File: src/rtl/input_cond_pkg.sv
// Shared constants and helpers for the board input conditioner.
// Debounce counter widths are derived here so every unit sizes its counter alike.
package input_cond_pkg;

  localparam int DEBOUNCE_DEFAULT = 50000;
  localparam int SIM_DEBOUNCE     = 4;

  // Counter must hold 0..cycles; never narrower than one bit.
  function automatic int cnt_width(int cycles);
    if (cycles < 1) return 1;
    return $clog2(cycles + 1);
  endfunction

endpackage

File: src/rtl/debounce_unit.sv
// Synchroniser chain plus counter debouncer for a WIDTH-bit word.
// The word is accepted only after it has been stable as a whole for DEBOUNCE_CYCLES.
module debounce_unit
  import input_cond_pkg::*;
#(
  parameter int WIDTH           = 1,
  parameter int DEBOUNCE_CYCLES = SIM_DEBOUNCE,
  parameter int SYNC_STAGES     = 2
) (
  input  logic             clk,
  input  logic             rst,
  input  logic [WIDTH-1:0] raw,
  output logic [WIDTH-1:0] level,
  output logic             changed
);

  localparam int              CW       = cnt_width(DEBOUNCE_CYCLES);
  localparam logic [CW-1:0]   CNT_LAST = CW'(DEBOUNCE_CYCLES - 1);

  logic [WIDTH-1:0] sync_q [SYNC_STAGES];
  logic [WIDTH-1:0] s;
  logic [WIDTH-1:0] cand;
  logic [CW-1:0]    cnt;

  always_ff @(posedge clk) begin
    if (rst) begin
      for (int i = 0; i < SYNC_STAGES; i++) sync_q[i] <= '0;
    end else begin
      sync_q[0] <= raw;
      for (int i = 1; i < SYNC_STAGES; i++) sync_q[i] <= sync_q[i-1];
    end
  end

  assign s = sync_q[SYNC_STAGES-1];

  // Any bit differing from the candidate restarts the whole-word count.
  always_ff @(posedge clk) begin
    if (rst) begin
      cand    <= '0;
      level   <= '0;
      cnt     <= '0;
      changed <= 1'b0;
    end else begin
      changed <= 1'b0;
      if (s != cand) begin
        cand <= s;
        cnt  <= '0;
      end else if (cand == level) begin
        cnt <= '0;
      end else if (cnt == CNT_LAST) begin
        level   <= cand;
        cnt     <= '0;
        changed <= 1'b1;
      end else begin
        cnt <= cnt + 1'b1;
      end
    end
  end

endmodule

File: src/rtl/input_conditioner.sv
// Conditions raw push-buttons and the slide-switch bus for the SLC-3 datapath.
// Buttons debounce independently; the switch bus debounces as one word.
module input_conditioner
  import input_cond_pkg::*;
#(
  parameter int              N_CH            = 3,
  parameter int              SW_WIDTH        = 16,
  parameter int              SYNC_STAGES     = 2,
  parameter int              DEBOUNCE_CYCLES = DEBOUNCE_DEFAULT,
  parameter logic [N_CH-1:0] INVERT          = '0
) (
  input  logic                Clk,
  input  logic                Reset,
  input  logic [N_CH-1:0]     btn_raw,
  input  logic [SW_WIDTH-1:0] sw_raw,
  output logic [N_CH-1:0]     btn_level,
  output logic [N_CH-1:0]     btn_rise,
  output logic [N_CH-1:0]     btn_fall,
  output logic [SW_WIDTH-1:0] sw_out,
  output logic                sw_changed
);

  logic [N_CH-1:0] btn_in;
  logic [N_CH-1:0] btn_chg;

  assign btn_in = btn_raw ^ INVERT;

  for (genvar i = 0; i < N_CH; i++) begin : g_btn
    debounce_unit #(
      .WIDTH          (1),
      .DEBOUNCE_CYCLES(DEBOUNCE_CYCLES),
      .SYNC_STAGES    (SYNC_STAGES)
    ) u_btn (
      .clk    (Clk),
      .rst    (Reset),
      .raw    (btn_in[i]),
      .level  (btn_level[i]),
      .changed(btn_chg[i])
    );
  end

  // Change pulse and new level come from the same edge, so the level gives direction.
  assign btn_rise = btn_chg & btn_level;
  assign btn_fall = btn_chg & ~btn_level;

  debounce_unit #(
    .WIDTH          (SW_WIDTH),
    .DEBOUNCE_CYCLES(DEBOUNCE_CYCLES),
    .SYNC_STAGES    (SYNC_STAGES)
  ) u_sw (
    .clk    (Clk),
    .rst    (Reset),
    .raw    (sw_raw),
    .level  (sw_out),
    .changed(sw_changed)
  );

endmodule

File: config.mk
export PLATFORM = sky130hd
export DESIGN_NAME = input_conditioner
export DESIGN_NICKNAME = d
export VERILOG_FILES = /design/src/rtl/input_cond_pkg.sv /design/src/rtl/debounce_unit.sv /design/src/rtl/input_conditioner.sv
export SDC_FILE = /design/constraint.sdc
export NUM_CORES = 1
export LEC_CHECK = 0
export CAP_MARGIN = 20
export CORE_MARGIN = 2
export CORE_UTILIZATION = 62
export DETAILED_ROUTE_END_ITERATION = 8
export PLACE_DENSITY = 0.81
export SLEW_MARGIN = 5
export SYNTH_ARGS = -nofsm -noshare
export SYNTH_HDL_FRONTEND = slang
export SYNTH_HIERARCHICAL = 1
export SYNTH_SLANG_ARGS = --single-unit
File: constraint.sdc
create_clock -name Clk -period 6.1 [get_ports Clk]
set_clock_uncertainty 0.05 [all_clocks]
set_input_delay 1.22 -clock Clk [delete_from_list [all_inputs] [get_ports Clk]]
set_output_delay 1.22 -clock Clk [all_outputs]
set_load 0.005 [all_outputs]
Word level (Yosys, flattened, before mapping). Memories as Yosys holds them, arrays and structs flattened. Cells that the tools add are included.

Flip-flop bits (word level): 106. RAM bits: 38. Output and inout port bits: 26. Word-level logic and storage cells: 82. Memories: 4.

Add/sub/neg operators: 4. Equal/unequal tests: 12. Multiplexer cells: 15. Bitwise logic cells: 19. Reduce and logical (&&, ||, !) cells: 12.

Memories: u_sw.sync_q (depth 2, bits a word 16, read ports 2, clocked after Yosys merged registers in 0, wr ports 2, line debounce_unit.sv:20) `logic [WIDTH-1:0] sync_q [SYNC_STAGES];`; g_btn[0].u_btn.sync_q (depth 2, bits a word 1, read ports 2, clocked after Yosys merged registers in 0, wr ports 2, line debounce_unit.sv:20); g_btn[1].u_btn.sync_q (depth 2, bits a word 1, read ports 2, clocked after Yosys merged registers in 0, wr ports 2, line debounce_unit.sv:20); g_btn[2].u_btn.sync_q (depth 2, bits a word 1, read ports 2, clocked after Yosys merged registers in 0, wr ports 2, line debounce_unit.sv:20).

Operator list (count): 16-bit by 1-bit adder with 16-bit output (second input constant) (4); 16-bit == test (second input constant) (4); 16-bit 2-to-1 mux (2); 16-bit == test (1); 16-bit != test (1); 4-bit OR reduction (4); 1-bit 2-to-1 mux (13); 3-bit AND reduction (4); 3-bit OR reduction (4); 1-bit NOT (8); 1-bit bitwise OR (8); 3-bit bitwise AND (2); 1-bit == test (3); 1-bit != test (3); 3-bit NOT (1).

Depth between registers and ports, before layout.
Depth in word-level cells: 3. Gate-level depth with buffers: 7. Depth with buffers taken out: 5.

By module. Netlist, hierarchy kept.

Modules (own cells, without submodules): debounce_unit (u_sw) (instances 1, cells each 291, area an instance 3071.7 um^2, sequential area each 1621.6 um^2); debounce_unit (g_btn[0].u_btn ...) (instances 3, cells each 96, area an instance 907.1 um^2, sequential area each 420.4 um^2); input_conditioner (instances 1, cells each 6, area an instance 41.3 um^2, sequential area each 0.0 um^2).

Least setup slack after synthesis. OpenSTA, ideal clock, no wires.

Path kind: input port to flip-flop. From: input Reset. To: register u_sw.cnt[10]. Library setup time: 0.064 ns. Data arrival time: 2.285 ns. Data required time: 5.986 ns. Path slack: 3.701 ns. Cell stages on the path: 5. Buffers on the path: 3. Path through: clkbuf_1 or4b_1 buf_2 buf_2 nor2_1.

Cells in the longest elaborated chain, start to end: 1.

RTL lines: start, declared (line input_conditioner.sv:13) `input logic Reset,`; 4-bit OR reduction (no line); end signal, assigned (line debounce_unit.sv:55) `cnt <= cnt + 1'b1;`; end, declared (line debounce_unit.sv:23) `logic [CW-1:0] cnt;`.

No other way between the ends. A chain may end at the register's enable or synchronous reset.

Worst setup path after layout.
From: register g_btn[2].u_btn.level. To: output btn_rise[2].

Cells in the longest elaborated chain, start to end: 1.

RTL lines: start, declared (line debounce_unit.sv:13) `output logic [WIDTH-1:0] level,`; start signal, assigned (line debounce_unit.sv:51) `level <= cand;`; 3-bit bitwise AND (line input_conditioner.sv:43) `assign btn_rise = btn_chg & btn_level;`; end, declared (line input_conditioner.sv:17) `output logic [N_CH-1:0] btn_rise,`.

No other way between the ends.

==> impl_metrics.env <==
export IMPL_detail_route_vias_per_cell=5.39
export IMPL_critical_path_max_fanout=7
export IMPL_grt_use_total_pct=22.1
export IMPL_clk_latency_ps=510
export IMPL_drt_iter0_drc=114
export IMPL_worst_endpoint_arrival_ps=1630
export IMPL_synth_seq_cells=144
export IMPL_cellPowerDensity_nw_per_um2=305
export IMPL_hold_path_class="reg -> reg"
export IMPL_synthArstFlopShare_pct=0
export IMPL_cts_root_buf="sky130_fd_sc_hd__clkbuf_8"
export IMPL_timing_critical_path_slowest_stage_cell="sky130_fd_sc_hd__clkdlybuf4s50_1"
export IMPL_num_vias=4097
export IMPL_rr_startpoint="u_sw/cnt[14]"
export IMPL_global_route_overflow_total=0
export IMPL_fp_coreArea_sq_um=9200
export IMPL_fp_dieW_um=101
export IMPL_cts_resized_gates=0
export IMPL_num_nets_final=661
export IMPL_whs_endpoint="u_sw/sync_q[0][19]"
export IMPL_design_die_area_sq_um=10200
export IMPL_synth_cell_area_sq_um=5830
export IMPL_clock_tree_from_tritoncts="yes"
export IMPL_grt_max_degree=98
export IMPL_avgRoutedWirePerCell_um=13.8
export IMPL_min_delay_start="u_sw/sync_q[0][3]"
export IMPL_slew_viol_final=0
export IMPL_slew_headroom_pct=34.5
export IMPL_row_count=35
export IMPL_cpPeakStageDelay_ps=490
export IMPL_setup_slack_reg_to_reg_ps=3450
export IMPL_postCtsSetupBuffers=0
export IMPL_fin_hold_ws_ps=385
export IMPL_critPathKind="reg -> out"
export IMPL_setup_viol_count_final=0
export IMPL_grt_use_met3_pct=5.62
export IMPL_fillCellCount=634
export IMPL_synth_seq_area_share_pct=49.4
export IMPL_end_of_the_worst_register_to_register_path="u_sw/level[0]"
export IMPL_run_status="complete, no violations"
export IMPL_path_cells="and2_1 > clkdlybuf4s50_1"
export IMPL_die_y_um=101
export IMPL_clk_path_buf_depth=2
export IMPL_finalWeightedCongestion=0.827
export IMPL_drv_max_cap_violation_count=0
export IMPL_detail_route_first_pass_iterations=4
export IMPL_worst_slew_pin_slew_ps=980
export IMPL_period_needed_ps=2900
export IMPL_initial_cell_density_of_the_core_pct=63.4
export IMPL_clock_sinks=144
export IMPL_grt_use_met2_pct=36.5
export IMPL_synthTopCellsByArea="sky130_fd_sc_hd__dfxtp_1 (49%), sky130_fd_sc_hd__xnor2_1 (8.6%), sky130_fd_sc_hd__nor2b_1 (6.3%)"
export IMPL_ys_warn_count=6
export IMPL_library_cell_occupying_the_most_area_in_the_post_synthesis_netlist="sky130_fd_sc_hd__dfxtp_1"
export IMPL_ir_drop_uv=250
export IMPL_drt_antenna_violating_nets=0
export IMPL_min_period_over_period_pct=47.6
export IMPL_ys_dominant_reg_cell="sky130_fd_sc_hd__dfxtp_1"
export IMPL_port_buffer_count=46
export IMPL_remaining_drc_errors=0
export IMPL_floorplan_io_pins=47
export IMPL_p_leak_uw=0.00241
export IMPL_worst_setup_path_start_kind="register"
export IMPL_worstSetupEndpointType="primary output"
export IMPL_syn_instance_count=585
export IMPL_gr_usage_met1_pct=27.6
export IMPL_hold_violations=0
export IMPL_grt_antenna_before_repair=0
export IMPL_synth_area_per_cell_sq_um=9.97
export IMPL_rsz_0062_raised_after_global_routing="no"
export IMPL_route_final_wire_length_um=10500
export IMPL_num_antenna_cells=0
export IMPL_synth_edff_count=0
export IMPL_yosysTopAreaCellShare_pct=49.4
export IMPL_clock_slew_at_the_register_clock_pins_of_the_worst_setup_and_hold_paths_ps=60
export IMPL_place_hpwl_um=6700
export IMPL_global_route_layer_with_the_greatest_usage="met2"
export IMPL_cp_data_required_time_ps=4830
export IMPL_net_count_after_synthesis=610
export IMPL_synth_lib_cells_used_distinct=41
export IMPL_global_route_wire_length_before_repair_um=17900
export IMPL_holdPathStages=1
export IMPL_timing_setup_tns_ps=0
export IMPL_clock_fmax_ghz=0.345
export IMPL_cts_inserted_buffers=17
export IMPL_final_layout_size_suffix_gt1_share_pct=9.40
export IMPL_post_cts_hold_buffer_count=0
export IMPL_reg2reg_depth=5
export IMPL_flow_area_growth_from_synthesis_pct=19.8
export IMPL_htreeDepth=4
export IMPL_vias_in_the_first_global_route=3910
==> where the power goes <==
part	switching, uW	total (uW)	internal (uW)
sequential	9.48	966	956
combinational	21.7	51.6	29.9
clock	385	1110	730
total	417	2130	1720
==> area by class of cell <==
type	instances	area, sq um	share of cell area, %
Inverter	14	52.6	0.752
Tap cell	111	139	1.99
Multi-Input combinational cell	412	2800	40.1
Clock inverter	12	204	2.92
Timing Repair Buffer	47	463	6.62
Clock buffer	20	445	6.37
Sequential cell	144	2880	41.3
==> cell usage after synthesis (4+ instances only) <==
| cell | n |
|---|---|
| sky130_fd_sc_hd__inv_1 | 14 |
| sky130_fd_sc_hd__nor3_1 | 10 |
| sky130_fd_sc_hd__nand4_1 | 14 |
| sky130_fd_sc_hd__nand2b_1 | 32 |
| sky130_fd_sc_hd__nor2b_1 | 59 |
| sky130_fd_sc_hd__xnor2_1 | 57 |
| sky130_fd_sc_hd__ha_1 | 4 |
| sky130_fd_sc_hd__xor2_1 | 31 |
| sky130_fd_sc_hd__mux2i_1 | 16 |
| sky130_fd_sc_hd__nor4_1 | 21 |
| sky130_fd_sc_hd__nand3_1 | 18 |
| sky130_fd_sc_hd__clkbuf_1 | 9 |
| sky130_fd_sc_hd__and4bb_2 | 6 |
| sky130_fd_sc_hd__and3_1 | 6 |
| sky130_fd_sc_hd__dfxtp_1 | 144 |
| sky130_fd_sc_hd__nor2_1 | 75 |
| sky130_fd_sc_hd__nand2_1 | 17 |
| sky130_fd_sc_hd__nand4_2 | 6 |
==> cell usage in the layout (no fill, tap or decap), types with 4 or more instances in the layout <==
cell type and n:
sky130_fd_sc_hd__nor2_1 75, sky130_fd_sc_hd__mux2i_1 16, sky130_fd_sc_hd__nand2b_1 32, sky130_fd_sc_hd__xor2_1 31
sky130_fd_sc_hd__and4bb_2 6, sky130_fd_sc_hd__inv_1 14, sky130_fd_sc_hd__nand3_1 18, sky130_fd_sc_hd__nand4_2 6
sky130_fd_sc_hd__nand4_1 14, sky130_fd_sc_hd__and3_1 6, sky130_fd_sc_hd__clkbuf_16 16, sky130_fd_sc_hd__bufinv_16 5
sky130_fd_sc_hd__dfxtp_1 144, sky130_fd_sc_hd__ha_1 4, sky130_fd_sc_hd__nor2b_1 59, sky130_fd_sc_hd__nand2_1 17
sky130_fd_sc_hd__nor3_1 10, sky130_fd_sc_hd__nor4_1 21, sky130_fd_sc_hd__xnor2_1 57, sky130_fd_sc_hd__clkdlybuf4s50_1 45
==> worst max path at each step <==
stage	start	to	slack, ps	cells after the start
5_1_grt	g_btn[0].u_btn/level	btn_rise[0]	3110	2
4_1_cts	g_btn[2].u_btn/level	btn_rise[2]	3160	2
2_1_floorplan	Reset	u_sw/cnt[10]	3700	5
6_report	g_btn[2].u_btn/level	btn_rise[2]	3200	2
3_3_place_gp	Reset	u_sw/cnt[11]	3250	4
3_5_place_dp	Reset	u_sw/cnt[14]	3140	4
==> registers in the layout, indices dropped and copies added (netlist names) <==
signal / cells
g_btn.u_btn/cand: 3
g_btn.u_btn/changed: 3
g_btn.u_btn/cnt: 48
g_btn.u_btn/level: 3
g_btn.u_btn/sync_q: 6
u_sw/cand: 16
u_sw/changed: 1
u_sw/cnt: 16
u_sw/level: 16
u_sw/sync_q: 32
==> stage by stage <==
| step | cells | worst slack, ps | utilization (%) | instance area (sq um) | power [uW] |
|---|---|---|---|---|---|
| 2_1_floorplan | 585 | 3700 | - | 5830 | 1020 |
| 3_3_place_gp | 728 | 3250 | 68.9 | 6340 | 1040 |
| 3_5_place_dp | 728 | 3140 | 68.9 | 6340 | 1040 |
| 4_1_cts | 760 | 3160 | 76.0 | 6990 | 2150 |
| 5_1_grt | 760 | 3110 | 76.0 | 6990 | 2200 |
| 6_report | 760 | 3200 | 76.0 | 6990 | 2130 |
==> critical path: cells and delay by family (launching register included) <==
family | cells | cell delay, ps
flip-flops | 1 | 450
AND/OR/NAND/NOR | 1 | 180
buffers and inverters | 1 | 490
==> metal layers <==
| layer | vias up | wire length, um | part of all wire (%) |
|---|---|---|---|
| li1 | 2056 | - | - |
| met1 | 1942 | 4830 | 46 |
| met3 | 18 | 371 | 3.5 |
| met5 | - | 0 | 0 |
| met4 | 0 | 158 | 1.5 |
| met2 | 81 | 5140 | 49 |
==> cell families (layout without fill, tap and decap cells) <==
group | Yosys count | count (layout) | share of synthesized area (%)
xor gates and xnor gates | 88 | 88 | 13.2
DFF | 144 | 144 | 49.4
adders and majority gates | 4 | 4 | 0.858
AOI/OAI and AO/OA | 9 | 9 | 0.965
muxes | 16 | 16 | 2.74
and+or+nand+nor | 295 | 295 | 30.2
buffers and inverters | 29 | 93 | 2.57
Note: power is estimated with default switching activity, not from simulation.
